### config.mk
export PLATFORM = sky130hd
export DESIGN_NAME = uart_rx_fifo
export DESIGN_NICKNAME = d
export VERILOG_FILES = /design/src/rtl/uart_rx_fifo.sv
export SDC_FILE = /design/constraint.sdc
export NUM_CORES = 1
export LEC_CHECK = 0
export CORE_AREA = 2 2 125 127
export CTS_CLUSTER_DIAMETER = 80
export DETAILED_ROUTE_END_ITERATION = 10
export DIE_AREA = 0 0 127 129
export GPL_TIMING_DRIVEN = 0
export PLACE_DENSITY = 0.85
export SLEW_MARGIN = 20
export SYNTH_ARGS = -nofsm -noshare
export SYNTH_HDL_FRONTEND = slang
export SYNTH_SLANG_ARGS = --single-unit
export TNS_END_PERCENT = 100
### constraint.sdc
create_clock -name pclk -period 3.15 [get_ports pclk]
set_clock_uncertainty 0.2 [all_clocks]
set_input_delay 0.4725 -clock pclk [delete_from_list [all_inputs] [get_ports pclk]]
set_output_delay 0.4725 -clock pclk [all_outputs]
set_load 0.01 [all_outputs]
### src/rtl/uart_rx_fifo.sv
`default_nettype none
// ============================================================================
//  Module      : uart_rx_fifo
//  Description : UART receive buffer. Operates either as a 16-entry FIFO
//                (fifo_en=1) or as a single holding register (fifo_en=0).
//                Each entry holds {data[7:0], parity_error, frame_error}.
//                Produces line-status bits (dr, oe, pe, fe, rx_fifo_error),
//                the fill level and data-available / char-timeout requests.
//  Ports       : pclk, preset          clock, synchronous active-high reset
//                rx_push, rsr_data,    completed character from the receiver
//                parity_error,
//                frame_error
//                fifo_en, fifo_clr,    mode select, storage clear, trigger
//                rtl                   level (1/4/8/14)
//                rbr_rd, lsr_rd        head pop, line-status read strobe
//                char_tick             character-time pulse (timeout build)
//                rbr_data, dr, oe,     head data and line-status outputs
//                pe, fe, rx_fifo_error
//                rx_level              entries held, 0..16
//                rda_int, cti_int      interrupt requests
//  Options     : UART_RX_TIMEOUT_EN    compiles in the character timeout
//                                      counter that drives cti_int
//  Revision    : 1.0  initial release
// ============================================================================
module uart_rx_fifo (
  input  logic       pclk,
  input  logic       preset,
  input  logic       rx_push,
  input  logic [7:0] rsr_data,
  input  logic       parity_error,
  input  logic       frame_error,
  input  logic       fifo_en,
  input  logic       fifo_clr,
  input  logic [1:0] rtl,
  input  logic       rbr_rd,
  input  logic       lsr_rd,
  input  logic       char_tick,
  output logic [7:0] rbr_data,
  output logic       dr,
  output logic       oe,
  output logic       pe,
  output logic       fe,
  output logic       rx_fifo_error,
  output logic [4:0] rx_level,
  output logic       rda_int,
  output logic       cti_int
);

  // Entry layout: [9:2] data, [1] parity error, [0] frame error
  logic [9:0] mem_q [16];

  logic [3:0] wr_ptr_q, wr_ptr_d;
  logic [3:0] rd_ptr_q, rd_ptr_d;
  logic [4:0] level_q,  level_d;
  logic [4:0] err_cnt_q, err_cnt_d;
  logic       oe_q,     oe_d;
  logic       rda_q,    rda_d;
  logic       fifo_en_q;

  logic       w_empty;
  logic       w_full;
  logic       w_clr;
  logic       w_pop;
  logic       w_push_ok;
  logic       w_ovr;
  logic       w_overwrite;
  logic [9:0] w_head;
  logic [9:0] w_new_entry;
  logic       w_new_err;
  logic       w_head_err;
  logic [4:0] w_trig;

  assign w_head      = mem_q[rd_ptr_q];
  assign w_new_entry = {rsr_data, parity_error, frame_error};
  assign w_new_err   = parity_error | frame_error;
  assign w_head_err  = w_head[1] | w_head[0];

  always_comb begin
    w_empty = (level_q == 5'd0);
    // Holding mode has an effective depth of one entry
    w_full  = fifo_en ? (level_q == 5'd16) : (level_q != 5'd0);
    // A mode switch flushes storage exactly like an explicit clear
    w_clr   = fifo_clr | (fifo_en ^ fifo_en_q);
    w_pop   = rbr_rd & ~w_empty;
    // A same-cycle pop frees a slot, so a push at full is still accepted
    w_push_ok   = rx_push & (~w_full | w_pop);
    w_ovr       = rx_push & w_full & ~w_pop & ~w_clr;
    w_overwrite = w_ovr & ~fifo_en;
  end

  always_comb begin
    unique case (rtl)
      2'b00:   w_trig = 5'd1;
      2'b01:   w_trig = 5'd4;
      2'b10:   w_trig = 5'd8;
      default: w_trig = 5'd14;
    endcase
    if (!fifo_en) w_trig = 5'd1;
  end

  always_comb begin
    wr_ptr_d  = wr_ptr_q;
    rd_ptr_d  = rd_ptr_q;
    level_d   = level_q;
    err_cnt_d = err_cnt_q;
    oe_d      = oe_q;

    if (w_clr) begin
      wr_ptr_d  = 4'd0;
      rd_ptr_d  = 4'd0;
      level_d   = 5'd0;
      err_cnt_d = 5'd0;
    end else begin
      if (w_push_ok) wr_ptr_d = wr_ptr_q + 4'd1;
      if (w_pop)     rd_ptr_d = rd_ptr_q + 4'd1;
      level_d   = level_q + {4'd0, w_push_ok} - {4'd0, w_pop};
      err_cnt_d = err_cnt_q + {4'd0, w_push_ok & w_new_err}
                            - {4'd0, w_pop & w_head_err};
      // Holding-mode overwrite replaces the head entry and its error flags
      if (w_overwrite)
        err_cnt_d = err_cnt_q - {4'd0, w_head_err} + {4'd0, w_new_err};
    end

    // A new overrun wins over a concurrent line-status read
    if (w_ovr)       oe_d = 1'b1;
    else if (lsr_rd) oe_d = 1'b0;

    rda_d = (level_d >= w_trig);
  end

  always_ff @(posedge pclk) begin
    if (preset) begin
      wr_ptr_q  <= 4'd0;
      rd_ptr_q  <= 4'd0;
      level_q   <= 5'd0;
      err_cnt_q <= 5'd0;
      oe_q      <= 1'b0;
      rda_q     <= 1'b0;
      fifo_en_q <= fifo_en;
    end else begin
      wr_ptr_q  <= wr_ptr_d;
      rd_ptr_q  <= rd_ptr_d;
      level_q   <= level_d;
      err_cnt_q <= err_cnt_d;
      oe_q      <= oe_d;
      rda_q     <= rda_d;
      fifo_en_q <= fifo_en;
    end
  end

  // Storage carries no reset; empty state is masked at the outputs
  always_ff @(posedge pclk) begin
    if (!preset && !w_clr) begin
      if (w_push_ok)        mem_q[wr_ptr_q] <= w_new_entry;
      else if (w_overwrite) mem_q[rd_ptr_q] <= w_new_entry;
    end
  end

  assign dr            = ~w_empty;
  assign rbr_data      = dr ? w_head[9:2] : 8'h00;
  assign pe            = w_head[1] & dr;
  assign fe            = w_head[0] & dr;
  assign oe            = oe_q;
  assign rx_fifo_error = fifo_en & (err_cnt_q != 5'd0);
  assign rx_level      = level_q;
  assign rda_int       = rda_q;

`ifdef UART_RX_TIMEOUT_EN
  logic [2:0] tmo_q, tmo_d;
  logic       cti_q, cti_d;

  always_comb begin
    tmo_d = tmo_q;
    if (rx_push | rbr_rd | w_clr | w_empty)
      tmo_d = 3'd0;
    else if (char_tick && (tmo_q != 3'd4))
      tmo_d = tmo_q + 3'd1;
    cti_d = fifo_en & (level_d != 5'd0) & (tmo_d == 3'd4);
  end

  always_ff @(posedge pclk) begin
    if (preset) begin
      tmo_q <= 3'd0;
      cti_q <= 1'b0;
    end else begin
      tmo_q <= tmo_d;
      cti_q <= cti_d;
    end
  end

  assign cti_int = cti_q;
`else
  logic w_unused_char_tick;
  assign w_unused_char_tick = char_tick;
  assign cti_int = 1'b0;
`endif

endmodule
`default_nettype wire

---- Yosys cells after proc, flatten, opt, wreduce, memory -nomap -nowiden ----
Memory sizes are Yosys's and may differ from the RTL's. A register that Yosys moved wholly into a read port is not among the register bits.
Index checks and enable logic that the tools add are counted.
word-level totals
  memories kept ........................... 1
  output and inout bits ................... 20
  bits in writable memories ............... 160
  bits in registers ....................... 21
  word-level logic and storage cells ...... 71
  input port bits ......................... 20
cells by class
  bitwise gates (word level) .............. 21
  eq/ne operators ......................... 3
  add/subtract/negate cells ............... 8
  muxes and demuxes ....................... 20
  reduce and logical (&&, ||, !) cells .... 10
  magnitude comparators ................... 1
memories
  name   depth  bits a word  rd ports  clocked after Yosys merged registers in  wr ports  line  RTL
  mem_q  16     10           1         1                                        1         50    logic [9:0] mem_q [16];
operators by type and width
  kind                                            count
  adder 5 x 1 -> 5 bit                            3
  2-to-1 mux 5 bit                                3
  subtractor 5 x 1 -> 5 bit                       3
  2-to-1 mux 4 bit                                3
  case mux 4 bit (3 select lines)                 1
  bitwise AND 1 bit                               11
  2-to-1 mux 1 bit                                11
  2-to-1 mux 10 bit                               1
  nonzero test 5 bit                              2
  OR reduction 10 bit                             1
  adder 4 x 1 -> 4 bit (second input constant)    2
  2-to-1 mux 8 bit                                1
  == test 5 bit (second input constant)           1
  >= comparator 5 bit                             1
  logical NOT 5 bit                               1
  NOT 1 bit                                       5
  OR 1 bit                                        4
  == test 2 x 1 -> 1 bit (second input constant)  1
  == test 2 bit (second input constant)           1
  logical NOT 1 bit                               2
  logical NOT 2 bit                               1
  nonzero test 2 bit                              1
  OR reduction 2 bit                              1
  logical AND 1 bit                               1
  XOR 1 bit                                       1

---- Longest topological paths before layout ----
  depth in word-level cells ............... 13
  depth in mapped cells ................... 17
  gate-level depth less buffers ........... 16

---- Worst setup path before layout ----
No wires, ideal clock.
  kind .................................... register to register
  from .................................... register (tool-made name)
  to ...................................... register err_cnt_q[4]
  required time ........................... 2.863 ns
  arrival time ............................ 3.161 ns
  setup slack ............................. -0.298 ns
  buffers on the path ..................... 2
  library setup time ...................... 0.087 ns
  cell stages (with the launch flop) ...... 16
  period minus slack after synthesis ...... 3.448 ns
  cell sequence ........................... dfxtp_1 -> clkbuf_1 -> buf_2 -> mux4_2 -> a22oi_1 -> and3_1 -> nand2_1 -> ha_1 -> inv_1 -> ha_1 -> inv_1 -> fa_1 -> nand2b_1 -> a21o_1 -> nor4b_1 -> o31ai_1
RTL lines
  element               line  RTL
  to (signal assigned)  144   err_cnt_q <= err_cnt_d;
  to (decl)             55    logic [4:0] err_cnt_q, err_cnt_d;

==> results.toml <==
[run_status]
status = "complete, but fails checks"
failed_checks = "setup timing"

[clock_tree]
cts.path.max_buffers = 2
clock-root-buffer = "clkbuf_16"
hold_buffers = 0
cts.clk_slew.worst_paths_ns = 0.06
insertion_delay_ns = 0.44
h-tree-depth = 4
cts_buffers = 17
cts_tree = "done"
cts_sinks = 185

[sta]
fin_crit_ns = 3.40
finalSetupViolations = 11
whs_ns = 0.348
worst_pin_slew_ns = 0.678
hold_violations = 0
final_max_slew_viol_count = 0
rsz0062_at_grt = "true"
finalCritPeriodShare = 1.08
worst_slack_ns = -0.245
fmax_ghz = 0.295
slew_headroom = 0.548

[floorplanning]
die_y_um = 129
die_x_um = 127
num_rows = 45
ios = 40
coreArea_mm2 = 0.0150
die_area_mm2 = 0.0164
initial_utilization = 0.536

[global_route]
first_global_vias = 4720
grt_first_pass_wirelength_mm = 26.8
grt_max_degree = 19
antenna_found_initial = 0
grt_remaining_overflow = 0
track_usage = 0.226

[synthesis]
syn_area_mm2 = 0.00802
synth_nets = 532
seq_area_frac_synth = 0.661
yosysUniqueCellTypes = 48
synth.top_cells.by_area = "edfxtp_1, mux4_2, dfxtp_1"
synth-seq-cells = 185
synthTopCellsByCount = "edfxtp_1, mux4_2, nor2_1, nand2_1, dfxtp_1"
synth_warnings = 0
avgSynthCellArea_um2 = 16.4
synth_most_common_cell = "edfxtp_1"
yosysTopAreaCell = "edfxtp_1"
ys_async_sr_fraction = 0
synth_edf_count = 160
ys.flop_type = "edfxtp_1"
netlist_instances = 489
yosysTopAreaCellShare = 0.599

[critical_path]
reg2reg_depth = 16
arrival_ns = 2.72
crit_required_ns = 2.48
endpoint_kind = "output port"
rrSetupSlack_ns = -0.23
crit_path_start_kind = "register"
crit_fanout = 10
worstSetupPathType = "register to output port"
r2r-end = "err_cnt_q[4]$_SDFF_PP0_"

[power]
peakVddDrop_mv = 0.438
power.density_mw_per_mm2 = 489
p_leak_uw = 0.00325

[place]
place_congestion = 0.910
placed_area_mm2 = 0.00877
dp_hpwl_mm = 10.7
io_buffers = 37
dp_slack_ns = -0.886

[layout]
final_design_area_no_fill_mm2 = 0.0100
num_antenna_cells = 0
nFillCells = 978
final_nets = 621
drive_above_1_share = 0.323
syn_to_final_growth_pct = 24.9

[route]
drt_iter0_drc = 427
final_antenna_net_count = 0
top_layer_used = "met4"
wl_met3_um = 840
routed_wl_mm = 18.0
drcViolationCount = 0
drt-vias-per-instance = 6.02
wl_per_cell_um = 23.2
met1Wirelength_mm = 7.23
wl_met2_mm = 9.49
num_vias = 4681
detail_route.first_pass.iterations = 5

[hold_path]
holdPathStages = 1
hold_path.class = "input port to register"
min_from = "fifo_en"
min_to = "fifo_en_q$_DFF_P_"

[flow_run]
maxCapViolCount = 0
==> placed cells by master (no fill, tap or decap), drive strengths merged, types with 9 or more instances in the layout <==
cell	count
nor2	28
nand2	26
buf	48
mux4	48
ha	20
clkinv	9
dfxtp	25
and2	10
clkdlybuf4s50	33
nand3	10
inv	22
a21oi	21
edfxtp	160
clkbuf	31
==> how the worst max path moves through the flow <==
stage,end
2_1_floorplan,err_cnt_q[4]$_SDFF_PP0_
3_3_place_gp,mem_q[5][5]$_DFFE_PP_
3_5_place_dp,err_cnt_q[4]$_SDFF_PP0_
4_1_cts,err_cnt_q[4]$_SDFF_PP0_
5_1_grt,err_cnt_q[4]$_SDFF_PP0_
6_report,rbr_data[2]
==> critical path: stages, from the launching register on <==
cell and delay (ns):
dfxtp_2 0.33, buf_8 0.12, buf_8 0.17, mux4_2 0.52, mux4_2 0.49, and2_1 0.17, clkdlybuf4s50_1 0.47
==> kinds of logic (layout without fill, tap and decap cells) <==
kind of cell / count (synthesis) / in the layout / synth area share
xor gates and xnor gates: 12 / 12 / 0.0131
DFF: 185 / 185 / 0.661
buffers and inverters: 47 / 147 / 0.0259
adders and majority gates: 23 / 23 / 0.0387
other: 1 / 1 / 0.000467
AOI/OAI and AO/OA: 49 / 49 / 0.0407
and+or+nand+nor: 121 / 121 / 0.0811
muxes: 51 / 51 / 0.139
==> cell type report <==
type                    instances  area [µm²]  share of cell area
clock buffers                  19         433              0.0432
plain buffers                  22         199              0.0199
repair buffers                 73         793              0.0792
clock inverters                11         108              0.0107
flip-flops and latches        185        5310               0.530
well taps                     188         235              0.0235
multi-input cells             257        2860               0.285
inverters                      22        82.6             0.00824
==> sequential cells by signal (all words and copies together) (netlist names), named ones only <==
signal,flops
err_cnt_q,5
fifo_en_q,1
mem_q,160
oe,1
rd_ptr_q,4
rda_int,1
rx_level,5
wr_ptr_q,4
==> where the power goes <==
part	internal (µW)	switching [µW]	total, µW
logic	114	132	246
clock network	1140	842	1990
registers	2670	6.79	2670
==> metrics by stage <==
step                      cells  total power [µW]  setup TNS (ns)   util
after global placement      714              2920         -138.58  0.578
after global routing        777              5030           -2.99  0.669
after detailed placement    716              2940          -92.10  0.586
final                       777              4900           -1.98  0.669
after floorplan             489              2830         -0.0944      -
after CTS                   766              4900           -4.70  0.655
==> routing by layer <==
layer	up-vias	track usage
li1	2090	-
met3	31	0.0532
met4	0	0.0853
met5	-	0
met2	149	0.387
met1	2411	0.283
==> repair_timing <==
item                       4_1_cts  5_1_grt
gates resized for setup         64       18
pin swaps                       21       13
setup buffers                   23       10
setup endpoints to repair      161      117
(Power assumes the default switching activity.)
